--- src/rtl/iter_div_fsm_if.sv ---
// Handshake and result bundle between a controller (master) and the iterative divider (slave).
interface iter_div_fsm_if #(
  parameter int WIDTH = 8
);
  logic             start;
  logic             signed_en;
  logic [WIDTH-1:0] dividend;
  logic [WIDTH-1:0] divisor;
  logic             busy;
  logic             done;
  logic [WIDTH-1:0] quotient;
  logic [WIDTH-1:0] remainder;
  logic             div_by_zero;
  logic             overflow;

  modport master (
    output start, signed_en, dividend, divisor,
    input  busy, done, quotient, remainder, div_by_zero, overflow
  );

  modport slave (
    input  start, signed_en, dividend, divisor,
    output busy, done, quotient, remainder, div_by_zero, overflow
  );
endinterface

--- src/rtl/iter_div_fsm.sv ---
// Iterative restoring divider: aligns the divisor under the dividend, then subtracts one bit per cycle.
module iter_div_fsm #(
  parameter int WIDTH = 8
) (
  input  logic          clk,
  input  logic          rst,
  iter_div_fsm_if.slave bus
);
  typedef enum logic [1:0] {IDLE, ALIGN, SUB, DONE} state_t;

  localparam logic [WIDTH-1:0] ONE      = {{(WIDTH-1){1'b0}}, 1'b1};
  localparam logic [WIDTH-1:0] MSB_ONLY = {1'b1, {(WIDTH-1){1'b0}}};

  state_t           state_q;
  logic [WIDTH-1:0] rem_q, dvs_q, mask_q, qacc_q;
  logic [WIDTH-1:0] quo_q, rmd_q;
  logic             negq_q, negr_q, sgn_q;
  logic             busy_q, done_q, dbz_q, ovf_q;

  logic [WIDTH-1:0] abs_n, abs_d, rem_sub, qacc_sub, quo_fix, rmd_fix;
  logic             align_more, rem_ge, ovf_fix;

  always_comb begin
    abs_n = (bus.signed_en && bus.dividend[WIDTH-1]) ? ('0 - bus.dividend) : bus.dividend;
    abs_d = (bus.signed_en && bus.divisor[WIDTH-1])  ? ('0 - bus.divisor)  : bus.divisor;
    // Compare against the doubled divisor with one spare bit so the shift never wraps.
    align_more = ({1'b0, rem_q} >= {dvs_q, 1'b0}) && !mask_q[WIDTH-1];
    rem_ge   = (rem_q >= dvs_q);
    rem_sub  = rem_ge ? (rem_q - dvs_q) : rem_q;
    qacc_sub = rem_ge ? (qacc_q | mask_q) : qacc_q;
    quo_fix  = negq_q ? ('0 - qacc_sub) : qacc_sub;
    rmd_fix  = negr_q ? ('0 - rem_sub) : rem_sub;
    ovf_fix  = sgn_q && !negq_q && (qacc_sub == MSB_ONLY);
  end

  always_ff @(posedge clk or posedge rst) begin
    if (rst) begin
      state_q <= IDLE;
      rem_q   <= '0;
      dvs_q   <= '0;
      mask_q  <= '0;
      qacc_q  <= '0;
      quo_q   <= '0;
      rmd_q   <= '0;
      negq_q  <= 1'b0;
      negr_q  <= 1'b0;
      sgn_q   <= 1'b0;
      busy_q  <= 1'b0;
      done_q  <= 1'b0;
      dbz_q   <= 1'b0;
      ovf_q   <= 1'b0;
    end else begin
      case (state_q)
        IDLE: begin
          done_q <= 1'b0;
          if (bus.start) begin
            sgn_q  <= bus.signed_en;
            negq_q <= bus.signed_en && (bus.dividend[WIDTH-1] ^ bus.divisor[WIDTH-1]);
            negr_q <= bus.signed_en && bus.dividend[WIDTH-1];
            rem_q  <= abs_n;
            dvs_q  <= abs_d;
            qacc_q <= '0;
            mask_q <= ONE;
            ovf_q  <= 1'b0;
            busy_q <= 1'b1;
            if (bus.divisor == '0) begin
              dbz_q   <= 1'b1;
              quo_q   <= '1;
              rmd_q   <= bus.dividend;
              state_q <= DONE;
            end else begin
              dbz_q   <= 1'b0;
              state_q <= ALIGN;
            end
          end
        end
        ALIGN: begin
          if (align_more) begin
            dvs_q  <= dvs_q << 1;
            mask_q <= mask_q << 1;
          end else begin
            state_q <= SUB;
          end
        end
        SUB: begin
          rem_q  <= rem_sub;
          qacc_q <= qacc_sub;
          if (mask_q == ONE) begin
            quo_q   <= quo_fix;
            rmd_q   <= rmd_fix;
            ovf_q   <= ovf_fix;
            busy_q  <= 1'b0;
            done_q  <= 1'b1;
            state_q <= DONE;
          end else begin
            dvs_q  <= dvs_q >> 1;
            mask_q <= mask_q >> 1;
          end
        end
        DONE: begin
          // Divide-by-zero arrives here with done still low; give it its one-cycle pulse first.
          if (!done_q) begin
            done_q <= 1'b1;
            busy_q <= 1'b0;
          end else begin
            done_q  <= 1'b0;
            state_q <= IDLE;
          end
        end
        default: state_q <= IDLE;
      endcase
    end
  end

  assign bus.busy        = busy_q;
  assign bus.done        = done_q;
  assign bus.quotient    = quo_q;
  assign bus.remainder   = rmd_q;
  assign bus.div_by_zero = dbz_q;
  assign bus.overflow    = ovf_q;
endmodule

--- src/flat_wrapper.sv ---
// flat-port wrapper written by rule: the top's interface ports become plain ports
module iter_div_fsm_flat 
#(
  parameter int WIDTH = 8
)
  (clk, rst, bus_start, bus_signed_en, bus_dividend, bus_divisor, bus_busy, bus_done, bus_quotient, bus_remainder, bus_div_by_zero, bus_overflow);
  iter_div_fsm_if #(.WIDTH(WIDTH)) bus_i ();
  input  logic clk;
  input  logic rst;
  input wire logic [$bits(bus_i.start)-1:0] bus_start;
  input wire logic [$bits(bus_i.signed_en)-1:0] bus_signed_en;
  input wire logic [$bits(bus_i.dividend)-1:0] bus_dividend;
  input wire logic [$bits(bus_i.divisor)-1:0] bus_divisor;
  output wire logic [$bits(bus_i.busy)-1:0] bus_busy;
  output wire logic [$bits(bus_i.done)-1:0] bus_done;
  output wire logic [$bits(bus_i.quotient)-1:0] bus_quotient;
  output wire logic [$bits(bus_i.remainder)-1:0] bus_remainder;
  output wire logic [$bits(bus_i.div_by_zero)-1:0] bus_div_by_zero;
  output wire logic [$bits(bus_i.overflow)-1:0] bus_overflow;
  assign bus_i.start = bus_start;
  assign bus_i.signed_en = bus_signed_en;
  assign bus_i.dividend = bus_dividend;
  assign bus_i.divisor = bus_divisor;
  assign bus_busy = bus_i.busy;
  assign bus_done = bus_i.done;
  assign bus_quotient = bus_i.quotient;
  assign bus_remainder = bus_i.remainder;
  assign bus_div_by_zero = bus_i.div_by_zero;
  assign bus_overflow = bus_i.overflow;
  iter_div_fsm #(.WIDTH(WIDTH)) u_core (.clk(clk), .rst(rst), .bus(bus_i));
endmodule
--- config.mk ---
export PLATFORM = sky130hd
export DESIGN_NAME = iter_div_fsm_flat
export DESIGN_NICKNAME = d
export VERILOG_FILES = /design/src/rtl/iter_div_fsm_if.sv /design/src/rtl/iter_div_fsm.sv /design/src/flat_wrapper.sv
export SDC_FILE = /design/constraint.sdc
export NUM_CORES = 1
export LEC_CHECK = 0
export BUFFER_PORTS_ARGS = -buffer_cell sky130_fd_sc_hd__buf_2
export CAP_MARGIN = 20
export CORE_MARGIN = 5
export CORE_UTILIZATION = 65
export CTS_CLUSTER_DIAMETER = 200
export CTS_CLUSTER_SIZE = 28
export DETAILED_ROUTE_END_ITERATION = 7
export PLACE_DENSITY = 0.86
export SLEW_MARGIN = 20
export SYNTH_ARGS = -nofsm -noshare
export SYNTH_HDL_FRONTEND = slang
export SYNTH_SLANG_ARGS = --single-unit
--- constraint.sdc ---
create_clock -name clk -period 5.9 [get_ports clk]
set_clock_uncertainty 0.2 [all_clocks]
set_input_delay 0.59 -clock clk [delete_from_list [all_inputs] [get_ports clk]]
set_output_delay 0.59 -clock clk [all_outputs]
set_load 0.02 [all_outputs]
==> results of run 1 <==
## state kept, by name (all words and copies together), names as in the netlist, 2 cells and up
| signal | cells |
|---|---|
| u_core.qacc_q | 8 |
| u_core.dvs_q | 8 |
| u_core.rem_q | 8 |
| u_core.bus.quotient | 8 |
| u_core.bus.remainder | 8 |
| u_core.state_q | 2 |
| u_core.mask_q | 8 |
## synth_stat cells (8+ instances only)
library cell	count	area [sq um]
a21oi_1	27	135
a22oi_1	9	67.6
clkbuf_1	18	67.6
dfrtp_1	57	1430
ha_1	21	263
inv_1	36	135
mux2_2	8	90.1
mux2i_1	14	140
nand2_1	34	128
nand3_1	12	60.1
nor2_1	46	173
nor2b_1	9	56.3
o21ai_0	40	200
xnor2_1	10	87.6
xor2_1	9	78.8
## worst register-to-register path: stages, from the launching register on
cell and delay [ps]:
dfrtp_1 460, inv_1 100, ha_1 200, inv_1 70, fa_1 240, a21o_1 180
a211oi_2 90, o211ai_2 700, buf_4 380, mux2i_1 460, nand2_1 170, a211oi_1 330
nor3b_1 90
## area by class of cell
type / count / share of cell area, %
multi-input combinational: 368 / 54.7
sequential: 57 / 30.7
timing repair buffer: 44 / 5.01
inverter: 36 / 2.91
clock buffer: 10 / 2.75
tap: 77 / 2.08
clock inverter: 6 / 1.78
## power by group through the flow
stage / logic [mW] / registers, mW / clock network (mW)
after floorplan: 1.59 / 0.697 / 0
after global placement: 2.00 / 0.692 / 0
after detailed placement: 2.07 / 0.698 / 0
after CTS: 2.10 / 0.694 / 0.403
after global routing: 2.35 / 0.719 / 0.427
final: 2.14 / 0.702 / 0.407
## stage by stage
| stage | cell area [sq um] | setup slack, ps | hold slack [ps] |
|---|---|---|---|
| finish | 4640 | 2110 | 226 |
| global route | 4640 | 1890 | 298 |
| CTS | 4640 | 2130 | 260 |
| detailed placement | 4430 | 2170 | 277 |
| global placement | 4430 | 2270 | 266 |
| floorplan | 4220 | 2870 | 246 |
## routing by layer
layer,track usage (%),vias to the layer above,wire [microns]
li1,-,1855,-
met1,34.8,1972,4590
met2,46.2,238,5540
met3,6.08,54,854
met4,12.5,0,355
met5,0,-,0
## layout by cell type, fill, tap and decap left out, types with 10 or more instances in the layout
master	synthesis	layout
a21oi_1	27	27
buf_2	3	39
dfrtp_1	57	57
ha_1	21	21
inv_1	36	35
mux2i_1	14	14
nand2_1	34	34
nand3_1	12	12
nor2_1	46	46
o21ai_0	40	40
xnor2_1	10	10
## cell families (layout without fill, tap and decap cells)
kind of cell	Yosys count	count (layout)	share of synthesized area [%]
AND/OR/NAND/NOR	144	144	17.0
multiplexers	23	23	5.99
flip-flops	57	57	33.8
buffers and inverters	62	96	6.05
XOR/XNOR	19	19	3.94
AO/OA/AOI/OAI	160	160	26.5
adder cells (fa/ha/maj)	22	22	6.70
## worst max path at each step
stage,startpoint,to,cells past startpoint
after floorplan,u_core.rem_q[0],u_core.bus.remainder[4],12
after global routing,u_core.rem_q[0],u_core.bus.remainder[6],12
after CTS,u_core.rem_q[0],u_core.bus.remainder[6],12
final,u_core.rem_q[0],u_core.bus.remainder[7],12
after global placement,bus_divisor[0],u_core.bus.remainder[7],10
after detailed placement,bus_divisor[0],u_core.bus.remainder[7],10
==> summary.md, run 1 <==
| Metric | Value |
|---|---|
| Status | `finished, final reports clean` |
| Yosys cell types | `71` |
| Post-synth EDFFs | `0` |
| Final Hold Vio Count | `0` |
| Vias in the first global route | `~4000` |
| # H-tree levels | `3` |
| Final Wtd Congestion | `0.919` |
| CTS tree | `done` |
| Sw frac | `roughly 51%` |
| Nets@finish | `about 560` |
| DR vias/cell | `6.89` |
| CTS resizes | `0` |
| Async SR Flop Fraction | `100%` |
| Hpwl dp | `between 7000 and 8000 microns` |
| Pint | `1.60 mW` |
| Fillers | `465` |
| Worst-path clk slew | `approximately 70 ps` |
| First-pass GRT wire length | `roughly 19000 microns` |
| Critical path type | `reg2reg` |
| Inserted Diodes | `0` |
| CP Capture Type | `register` |
| Static leakage | `between 2 and 2.5 nW` |
| Antenna-violating nets left | `0` |
| Die Height | `about 91 microns` |
| Hold/Removal Path Class | `in2async` |
| Mapped Cells | `~490` |
| Crit path cell chain | `inv_1, ha_1, inv_1, fa_1, a21o_1, a211oi_2, o211ai_2, buf_4, mux2i_1, nand2_1, a211oi_1, nor3b_1` |
| Synthesized Nets | `approximately 530` |
| Minimum clock period | `approximately 3800 ps` |
| # Post-CTS Setup Buffers | `0` |
| Final setup viols | `0` |
| Placed cells | `roughly 580` |
| Power Density | `701 nW/um^2` |
| Layout Cells excl Fill | `roughly 600` |
| Critical Path Start Type | `register` |
| Register Area | `about 1400 sq um` |
| Starting density of the core | `66.5%` |
| TNS Setup | `0 ps` |
| First DRT Iteration DRCs | `401` |
| Die span in x | `about 91 microns` |
| Comb pwr share | `between 60% and 70%` |
| Area occupied by multi-input gates | `~2500 sq um` |
| Crit path max-delay family | `compound AO/OA/AOI/OAI gates` |
| Avg Inst Size Synth | `roughly 8.7 sq um` |
| Share of post-route cells with drive strength above 1 | `between 10% and 20%` |
| Worst-margin pin slew | `approximately 850 ps` |
| # hold bufs at CTS | `0` |
| Routed via count | `4119` |
| Global route overflow | `0` |
| Tot GR Track Use | `between 20% and 30%` |
| First-pass DRT Iterations | `5` |
| Clock Tree Buf Depth | `2` |
| R2r setup slk | `2110 ps` |
| Post-synthesis sequential area ratio | `between 30% and 40%` |
| Die area | `~8200 sq um` |
| Num CTS Buffers | `9` |
| # port buffers | `39` |
| Slew headroom | `between 40% and 50%` |
| Arr. time, crit path | `3810 ps` |
| #FFs+latches synth | `between 50 and 60` |
| Crit-path max FO | `22` |
| Top FF cell, synth | `dfrtp_1` |
| Utilization after layout | `about three quarters` |
| Final Cycle Share | `64.3%` |
| RSZ-0062 raised after global routing | `false` |
| CTS Sinks | `57` |
| Buffers & Inverters on Critical Path | `3` |
| Max-cap violations | `0` |
| Slowest cell on the critical path | `o211ai_2` |
| Power Total | `3.25 mW` |
| Sequential share of power | `a little over a fifth` |
| Yosys warnings | `0` |
| RR Startpoint | `u_core.rem_q[0]` |
| Switch Pwr | `roughly 1.7 mW` |
| Mapped Area | `approximately 4200 sq um` |
| Core area | `6350 sq um` |
| Num rows | `29` |
| Most frequent CP cell | `inv_1` |
| Root buffer cell | `clkbuf_8` |
| Highest clock rate | `around 260 MHz` |
| Drt drc | `0` |
| Clock network fraction of design power | `between 10 and 15%` |
| Area grow syn2layout | `9.93%` |
| Largest net degree at the start of global routing | `58` |
| Reg-to-reg endpoint | `u_core.bus.remainder[7]` |
| WP data required | `5920 ps` |
| Critical Path Max Stage Delay | `roughly 700 ps` |
| Routed WL per cell | `between 15 and 20 microns` |
| Total length of routed wires | `roughly 11000 microns` |
| R2R cell count | `12` |
| Max-slew violations | `0` |
| Worst skew pair latency | `350 ps` |
| IO Pins | `40` |
| Initial antenna violation count | `0` |
| Max IR drop VDD | `around 0.00057 V` |
Note: power is estimated with default switching activity, not from simulation.
==> run 2: changes to the inputs <==
ABC_AREA = 1   (was unset)
CORE_UTILIZATION = 60   (was 65)
PLACE_DENSITY = 0.81   (was 0.86)
clock period = 3.5 ns   (was 5.9 ns; I/O delays follow)
==> summary.md, run 2 <==
| Metric | Value |
|---|---|
| Crit-path max FO | `19 (was 22)` |
| Drt drc | `0 (unchanged)` |
| First-pass DRT Iterations | `7 (was 5)` |
| Clock Tree Buf Depth | `2 (unchanged)` |
| # H-tree levels | `3 (unchanged)` |
| Reg-to-reg endpoint | `u_core.bus.remainder[6] (was u_core.bus.remainder[7])` |
| Largest net degree at the start of global routing | `32 (was 58)` |
| CTS tree | `done (unchanged)` |
| Arr. time, crit path | `2920 ps (was 3810 ps)` |
| Final setup viols | `0 (unchanged)` |
| DR vias/cell | `5.68 (was 6.89)` |
| Mapped Area | `4090 sq um (was 4220 sq um)` |
| Avg Inst Size Synth | `7.22 sq um (was 8.67 sq um)` |
| RR Startpoint | `u_core.rem_q[0] (unchanged)` |
| Inserted Diodes | `0 (unchanged)` |
| Crit path max-delay family | `simple AND/OR/NAND/NOR gates (was compound AO/OA/AOI/OAI gates)` |
| Register Area | `1430 sq um (unchanged)` |
| Initial antenna violation count | `0 (unchanged)` |
| Tot GR Track Use | `25.3% (was 27.9%)` |
| Antenna-violating nets left | `0 (unchanged)` |
| Crit path cell chain | `inv_1, ha_1, inv_1, fa_1, nand3_1, nand2_1, nand2_1, nand3_4, nand2_1, nand2_2, nor2_2, nand3_1, nand2_1, nand2_1, nand2_1, nand3_1, nand2_1, inv_1 (was inv_1, ha_1, inv_1, fa_1, a21o_1, a211oi_2, o211ai_2, buf_4, mux2i_1, nand2_1, a211oi_1, nor3b_1)` |
| IO Pins | `40 (unchanged)` |
| Final Cycle Share | `82.3% (was 64.3%)` |
| Vias in the first global route | `3862 (was 4002)` |
| #FFs+latches synth | `57 (unchanged)` |
| First DRT Iteration DRCs | `288 (was 401)` |
| Async SR Flop Fraction | `100% (unchanged)` |
| TNS Setup | `0 ps (unchanged)` |
| R2r setup slk | `620 ps (was 2110 ps)` |
| Die span in x | `92.6 microns (was 90.6 microns)` |
| Num CTS Buffers | `9 (unchanged)` |
| Critical Path Max Stage Delay | `410 ps (was 700 ps)` |
| Top post-synthesis cells by count | `141 x nand2_1, 77 x inv_1, 57 x dfrtp_1 (was 57 x dfrtp_1, 46 x nor2_1, 40 x o21ai_0)` |
| Area grow syn2layout | `11.7% (was 9.93%)` |
| Worst-path clk slew | `80 ps (was 70 ps)` |
| Most frequent CP cell | `nand2_1 (was inv_1)` |
| Nets@finish | `648 (was 558)` |
| Crit path capture | `u_core.bus.remainder[6] (was u_core.bus.remainder[7])` |
| Area share of the largest cell type after synthesis | `34.9% (was 33.8%)` |
| Critical Path Start Type | `register (unchanged)` |
| CTS resizes | `0 (unchanged)` |
| Worst skew pair latency | `340 ps (was 350 ps)` |
| Top-count cell post-synth | `nand2_1 (was dfrtp_1)` |
| Highest clock rate | `347 MHz (was 264 MHz)` |
| Post-synthesis sequential area ratio | `34.9% (was 33.8%)` |
| Share of post-route cells with drive strength above 1 | `15.9% (was 16.3%)` |
| # hold bufs at CTS | `1 (was 0)` |
| # port buffers | `39 (unchanged)` |
| Total length of routed wires | `10200 microns (was 11300 microns)` |
| R2R cell count | `18 (was 12)` |
| Root buffer cell | `clkbuf_8 (unchanged)` |
| Critical path launch point | `u_core.rem_q[0] (unchanged)` |
| Slew headroom | `57.7% (was 43.3%)` |
| Core area | `6720 sq um (was 6350 sq um)` |
| Global route overflow | `0 (unchanged)` |
| Top FF cell, synth | `dfrtp_1 (unchanged)` |
| Routed WL per cell | `14.8 microns (was 19.0 microns)` |
| Yosys cell types | `49 (was 71)` |
| Mapped Cells | `566 (was 487)` |
| Most common cell after layout, fill and taps aside | `nand2_1 (was dfrtp_1)` |
| Starting density of the core | `60.9% (was 66.5%)` |
| CP Capture Type | `register (unchanged)` |
| Hpwl dp | `7650 microns (was 7990 microns)` |
| Slowest cell on the critical path | `fa_1 (was o211ai_2)` |
| Largest area contributor in the netlist | `dfrtp_1 (unchanged)` |
| Area occupied by multi-input gates | `2270 sq um (was 2540 sq um)` |
| Worst-margin pin slew | `634 ps (was 850 ps)` |
| Yosys warnings | `0 (unchanged)` |
| Max-slew violations | `0 (unchanged)` |
| Routed via count | `3927 (was 4119)` |
| Buffers & Inverters on Critical Path | `3 (unchanged)` |
| Levels on crit path | `18 (was 12)` |
| # Post-CTS Setup Buffers | `0 (unchanged)` |
| Most frequent cells in the layout | `141 x nand2_1, 76 x inv_1, 57 x dfrtp_1 (was 57 x dfrtp_1, 46 x nor2_1, 40 x o21ai_0)` |
| Max-cap violations | `0 (unchanged)` |
| Hold/Removal Path Class | `in2reg (was in2async)` |
| CTS Sinks | `57 (unchanged)` |
| RSZ-0062 raised after global routing | `false (unchanged)` |
| Die Height | `92.6 microns (was 90.6 microns)` |
| Status | `finished, final reports clean (unchanged)` |
| Final Wtd Congestion | `0.986 (was 0.919)` |
| WP data required | `3540 ps (was 5920 ps)` |
| Final Hold Vio Count | `0 (unchanged)` |
| Post-synth EDFFs | `0 (unchanged)` |
| Die area | `8570 sq um (was 8210 sq um)` |
| First-pass GRT wire length | `17200 microns (was 19000 microns)` |
| Critical path type | `reg2reg (unchanged)` |
| Minimum clock period | `2880 ps (was 3790 ps)` |
| Synth area leaders | `dfrtp_1 35%, nand2_1 13%, inv_1 7.1% (was dfrtp_1 34%, ha_1 6.2%, o21ai_0 4.7%)` |
| Fillers | `547 (was 465)` |
| Num rows | `30 (was 29)` |
| Synthesized Nets | `608 (was 529)` |
| Hold Crit Depth | `3` |
## run 2: changes by cell type in the layout (fill, tap and decap cells not counted), moves of 7 or more
cell	delta
nor2b_1	-9
a22oi_1	-8
mux2i_1	-14
nor2_1	-9
inv_1	+41
nand2_1	+107
a22o_1	-7
nand2_2	+11
mux2_2	-8
nand3_1	+28
xnor2_1	-8
## run 2: cells by family after synthesis
group	count (synthesis)	synth area share [%]
buffers and inverters	96	9.49
adder cells (fa/ha/maj)	22	6.92
flip-flops	57	34.9
XOR/XNOR	10	2.14
AND/OR/NAND/NOR	271	30.6
AO/OA/AOI/OAI	110	16.0
## run 2: worst min path at each step
stage | to | slack [ps] | from
after floorplan | u_core.sgn_q | 250 | u_core.sgn_q
after global placement | u_core.bus.quotient[3] | 260 | rst
after detailed placement | u_core.bus.remainder[5] | 260 | u_core.bus.remainder[5]
after CTS | u_core.bus.div_by_zero | 130 | bus_divisor[6]
after global routing | u_core.sgn_q | 150 | bus_signed_en
final | u_core.sgn_q | 130 | bus_signed_en
## run 2: routing by layer
layer  wire (microns)  GRT usage [%]
met1             4280           30.5
met2             5160           44.3
met3              551           4.79
met4              249           10.0
met5                0              0
## run 2: worst min-delay path, delay by kind of cell
| kind | cells | cell delay, ps |
|---|---|---|
| buf+inv | 1 | 140 |
| simple gates | 2 | 140 |
## run 2: area by class of cell
type / instances / area share (%)
clock buffer: 10 / 3.01
clock inverter: 6 / 1.97
inverter: 81 / 6.66
multi-input combinational: 413 / 49.8
sequential: 57 / 31.2
tap: 80 / 2.19
timing repair buffer: 44 / 5.15
## run 2: through the flow
step / worst slack, ps / utilization, % / cell area [sq um] / hold WS [ps] / instances
final: 618 / 68.0 / 4570 / 132 / 691
after global routing: 352 / 68.0 / 4570 / 149 / 691
after CTS: 620 / 68.0 / 4570 / 126 / 691
after detailed placement: 702 / 64.5 / 4330 / 265 / 674
after global placement: 802 / 64.5 / 4330 / 259 / 674
after floorplan: 1070 / - / 4090 / 249 / 566
Power of run 2 is left out: the tool's default activity adds up to more than one toggle a clock period on the data nets, which glitch-free logic cannot reach.
